<file path="config.mk">
export PLATFORM = sky130hd
export DESIGN_NAME = escalonador_processos
export DESIGN_NICKNAME = d
export VERILOG_FILES = /design/src/rtl/escalonador_processos.sv
export SDC_FILE = /design/constraint.sdc
export NUM_CORES = 1
export LEC_CHECK = 0
export BUFFER_PORTS_ARGS = -buffer_cell sky130_fd_sc_hd__buf_2
export CAP_MARGIN = 20
export CORE_MARGIN = 5
export CORE_UTILIZATION = 35
export CTS_BUF_LIST = sky130_fd_sc_hd__clkbuf_8
export CTS_CLUSTER_DIAMETER = 40
export DETAILED_ROUTE_END_ITERATION = 10
export GPL_ROUTABILITY_DRIVEN = 1
export PLACE_DENSITY_LB_ADDON = 0.1
export SYNTH_ARGS = -nofsm -noshare
export SYNTH_HDL_FRONTEND = slang
export SYNTH_SLANG_ARGS = --single-unit
</file>
<file path="constraint.sdc">
create_clock -name clk -period 1.8 [get_ports clk]
set_input_delay 0.36 -clock clk [delete_from_list [all_inputs] [get_ports clk]]
set_output_delay 0.36 -clock clk [all_outputs]
set_load 0.1 [all_outputs]
</file>
<file path="src/rtl/escalonador_processos.sv">
// escalonador_processos: round-robin process scheduler (optional preemption via ESCALONADOR_PREEMPCAO_EN)
module escalonador_processos #(
    parameter int N_PROC  = 4,
    parameter int ID_W    = 3,
    parameter int QUANTUM = 16
) (
    input  logic              clk,
    input  logic              reset,
    input  logic              inicia,
    input  logic [N_PROC-1:0] proc_pronto,
    input  logic              HALT,
    input  logic              WAIT,
    input  logic              READY,
    input  logic              ctx_ok,
    output logic [ID_W-1:0]   id_proc,
    output logic              Sel_BIOS,
    output logic              bloq_cpu,
    output logic              salva_ctx,
    output logic              restaura_ctx,
    output logic              troca,
    output logic [N_PROC-1:0] concluidos,
    output logic [2:0]        estado
);
    typedef enum logic [2:0] {
        OCIOSO    = 3'd0,
        SELECIONA = 3'd1,
        RESTAURA  = 3'd2,
        EXECUTA   = 3'd3,
        SALVA     = 3'd4
    } estado_t;

    estado_t           state, state_n;
    logic [ID_W-1:0]   ultimo, pick, pick_hi, pick_lo;
    logic              found_hi, found_lo;
    logic [N_PROC-1:0] cand;
    logic              expira, troca_n, so_n;

    assign cand    = proc_pronto & ~concluidos;
    assign pick    = found_hi ? pick_hi : pick_lo;
    assign troca_n = state == SELECIONA && state_n == RESTAURA;
    assign so_n    = state_n == OCIOSO || state_n == SELECIONA;
    assign estado  = state;

`ifdef ESCALONADOR_PREEMPCAO_EN
    localparam int CW = $clog2(QUANTUM);
    logic [CW-1:0] cnt;
    logic          en;
    assign en     = !WAIT || READY;
    assign expira = en && cnt == '0;

    // quantum countdown, frozen while the CPU is stalled on input
    always_ff @(posedge clk) begin
        if (reset)
            cnt <= '0;
        else if (state == RESTAURA && ctx_ok)
            cnt <= CW'(QUANTUM - 1);
        else if (state == EXECUTA && en && cnt != '0)
            cnt <= cnt - CW'(1);
    end
`else
    logic unused_cpu_en;
    assign unused_cpu_en = ^{WAIT, READY};
    assign expira        = 1'b0;
`endif

    // round-robin search: lowest candidate above ultimo, else lowest candidate overall
    always_comb begin
        found_hi = 1'b0;
        found_lo = 1'b0;
        pick_hi  = '0;
        pick_lo  = '0;
        for (int i = N_PROC - 1; i >= 0; i--) begin
            if (cand[i]) begin
                found_lo = 1'b1;
                pick_lo  = ID_W'(i);
                if (ID_W'(i) > ultimo) begin
                    found_hi = 1'b1;
                    pick_hi  = ID_W'(i);
                end
            end
        end
    end

    // next-state logic
    always_comb begin
        state_n = state;
        case (state)
            OCIOSO:    state_n = (inicia && |cand) ? SELECIONA : OCIOSO;
            SELECIONA: state_n = found_lo ? RESTAURA : OCIOSO;
            RESTAURA:  state_n = ctx_ok ? EXECUTA : RESTAURA;
            EXECUTA:   state_n = HALT ? SELECIONA : (expira ? SALVA : EXECUTA);
            SALVA:     state_n = ctx_ok ? SELECIONA : SALVA;
            default:   state_n = OCIOSO;
        endcase
    end

    // state register and registered outputs derived from the next state
    always_ff @(posedge clk) begin
        if (reset) begin
            state        <= OCIOSO;
            id_proc      <= '0;
            Sel_BIOS     <= 1'b1;
            bloq_cpu     <= 1'b0;
            salva_ctx    <= 1'b0;
            restaura_ctx <= 1'b0;
            troca        <= 1'b0;
            concluidos   <= '0;
            ultimo       <= ID_W'(N_PROC - 1);
        end else begin
            state        <= state_n;
            Sel_BIOS     <= so_n;
            bloq_cpu     <= state_n == RESTAURA || state_n == SALVA;
            salva_ctx    <= state_n == SALVA;
            restaura_ctx <= state_n == RESTAURA;
            troca        <= troca_n;
            id_proc      <= troca_n ? pick + ID_W'(1) : (so_n ? '0 : id_proc);
            if (troca_n)
                ultimo <= pick;
            if (state == EXECUTA && HALT)
                concluidos <= concluidos | (N_PROC'(1) << (id_proc - ID_W'(1)));
        end
    end
endmodule

</file>
==> impl_metrics.tcl <==
set metrics [dict create \
    status "complete, no violations" \
    hold_path_depth 2 \
    layout_common_cells "buf_2, dfxtp_1, nor2_1" \
    clk_latency_ps 240 \
    setup_ws_ps 116.2 \
    synth_seq_cells 17 \
    first_pass_grt_wire_length_um 2987 \
    area_growth_syn_to_layout_pct 27.43 \
    cp.arrival_ps 1820 \
    p_total_w 0.0009089 \
    synth_top_flop_cell "dfxtp_1" \
    syn_area_um2 784.5 \
    synthesis.area_per_instance_um2 9.806 \
    clk_pin_slew_worst_paths_ps 60 \
    max_stage_delay_ps 380 \
    power.clock.fraction 0.292 \
    worst_ir_drop_vdd_uv 515.9 \
    cts_resized 0 \
    synth.largest_area_cell "dfxtp_1" \
    floorplan.rows 17 \
    share_seq_of_total_power 0.454 \
    clock_skew_ps 3.140 \
    gpl.final_weighted_congestion 0.6678 \
    pin_count 26 \
    dr_total_vias 680 \
    drc_violations_left 0 \
    power_density_mw_per_mm2 909.2 \
    path_class "reg2reg" \
    pre_cts_slack_ps 15.25 \
    cts.sink_count 17 \
    stdcell_count 136 \
    cts_inserted_buffers 3 \
    mappedNetlistNets 92 \
    synth.yosys.seq_area_share 0.4338 \
    number_of_antenna_repair_diodes 0 \
    place.port_buffers 23 \
    yosys_warnings 0 \
    startpoint_type "flop" \
    antenna_found_initial 0 \
    worst_pin_slew_ps 489.4 \
    routed_via_density 5.000 \
    hold_ws_ps 459.3 \
    final_count_of_hold_timing_violations 0 \
    floorplan.core_area_mm2 0.002170 \
    share_of_yosys_cell_area_claimed_by_the_top_area_cell_type 0.4338 \
    cp_slowest_cell "or3b_1" \
    number_of_placed_cells_counting_well_taps 132 \
    die_width_um 57.35 \
    netSwitchingFraction 0.3279 \
    critical_path.endpoint_type "flop" \
    gr-total-overflow 0 \
    cts-htree-levels 1 \
    tritoncts_clock_tree "done" \
    cts_root_buf "clkbuf_8" \
    detailed_place_hpwl_um 1362 \
    layout_commonest_cell "buf_2" \
    synth_top_cells_by_area "dfxtp_1, nor2_1, o32ai_2, a21oi_1, nor2b_1" \
    maxSlewViolCount 0 \
    drt-wirelength-per-cell_um 12.49 \
    power.share.combinational 0.254 \
    max-cap-violations 0 \
    dpl_cell_area_um2 954.7 \
    cts_buffer_depth 2 \
    drt_iter0_markers 13 \
    r2r_cells 5 \
    register_area_um2 349.1 \
    intPower_w 0.0006109 \
    totalWireLength_um 1699 \
    slew_headroom 0.6760 \
    grt_busiest_layer "met2" \
    p_leak_nw 0.4357 \
    cp_data_required_time_ps 1940 \
    die_outline_area_mm2 0.003288 \
    multi_input_comb_area_um2 414.1 \
    use_met3 0.02715 \
    share_of_post_route_cells_with_drive_strength_above_1 0.4444 \
    synth_cell_types 35 \
    rsz0062_at_grt "false" \
    initial_utilization 0.3616 \
    grt_pass1_vias 681 \
    floorplan_die_height_um 57.35 \
    netlist_instances 80 \
    setup_viol_count_final 0 \
    pin_count_of_the_biggest_net_entering_global_routing 15 \
    grt.met2_usage 0.1823 \
    grt_util_all_layers 0.1147 \
    synth_edf_count 0 \
    route.antenna.remaining_nets 0 \
    min-delay-path-class "in2reg" \
    p_sw_w 0.0002980 \
    synth-async-reset-ratio 0 \
    firstDrtPassIters 4 \
    critPathMaxFanout 5 \
    ctsHoldBuffers 0 \
    crit_chain "or3b_1 -> a22oi_1 -> o221ai_2 -> ha_1 -> a22o_1" \
    timing.final.crit_share 0.9355 \
    post-cts-setup-buffer-count 0 \
    timing.final.crit_period_ps 1684 \
    max_freq_mhz 593.9 \
    grt.met1_usage 0.1472 \
    fill_cells 247 \
    fin_area_um2 999.7 \
    nNetsFinal 121 \
]
-- path summary, 6_finish.rpt --
path                                            startpoint                          to  slack [ps]
worst min register to register  concluidos[1]$_SDFFE_PP0P_  concluidos[1]$_SDFFE_PP0P_         490
worst max-delay path            concluidos[2]$_SDFFE_PP0P_     id_proc[1]$_SDFFE_PP0P_         120
worst min-delay path                                 reset  concluidos[2]$_SDFFE_PP0P_         460
worst max register to register  concluidos[2]$_SDFFE_PP0P_     id_proc[1]$_SDFFE_PP0P_         120
-- worst max-delay path, delay by kind of cell (launching register included) --
kind | cells | cell delay [ps]
compound gates | 3 | 560
fa+ha+maj | 1 | 310
flops | 1 | 340
simple gates | 1 | 380
-- cell families after synthesis --
family | count (synthesis) | synth area share
AND/OR/NAND/NOR | 31 | 0.2600
AO/OA/AOI/OAI | 23 | 0.2520
flip-flops | 17 | 0.4338
buffers and inverters | 8 | 0.03828
adder cells (fa/ha/maj) | 1 | 0.01595
-- power by group through the flow --
| stage | Sequential [W] | Clock [W] | Combinational [W] |
|---|---|---|---|
| global placement | 0.000420 | 0 | 0.000233 |
| detailed placement | 0.000421 | 0 | 0.000232 |
| floorplan | 0.000525 | 0 | 0.0000802 |
| global route | 0.000415 | 0.000295 | 0.000248 |
| CTS | 0.000412 | 0.000276 | 0.000233 |
| finish | 0.000412 | 0.000265 | 0.000231 |
-- sequential cells by signal (all words and copies together) (netlist names) --
signal	flops
Sel_BIOS	1
bloq_cpu	1
concluidos	4
estado	3
id_proc	3
restaura_ctx	1
salva_ctx	1
troca	1
ultimo	2
-- per-stage QoR --
step                TNS, ps  utilization
finish                    0       0.4608
CTS                       0       0.4608
detailed placement        0       0.4400
global route              0       0.4608
floorplan            -27.72            -
global placement          0       0.4400
-- per-layer routing --
metal	part of all wire	vias up	routed length, um
li1	-	347	-
met1	0.50	322	846
met2	0.47	9	791
met3	0.028	2	48
met4	0.0071	0	12
met5	0	-	0
-- cell type report --
class,count,area share
tap,28,0.03504
sequential,17,0.3492
clock inverter,1,0.003755
inverter,7,0.02628
timing repair buffer,25,0.1302
clock buffer,3,0.04130
multi-input combinational,55,0.4143
-- synthesized netlist by cell type (2+ instances only) --
| library cell | instances |
|---|---|
| dfxtp_1 | 17 |
| o22ai_1 | 2 |
| or2_2 | 2 |
| inv_2 | 2 |
| nand2b_1 | 2 |
| a22o_1 | 2 |
| a2bb2oi_1 | 2 |
| nand2_1 | 2 |
| nor2_1 | 10 |
| nor2b_1 | 4 |
| nand3b_1 | 2 |
| inv_1 | 5 |
| a21oi_1 | 5 |
| o32ai_2 | 2 |
(Power assumes the default switching activity.)
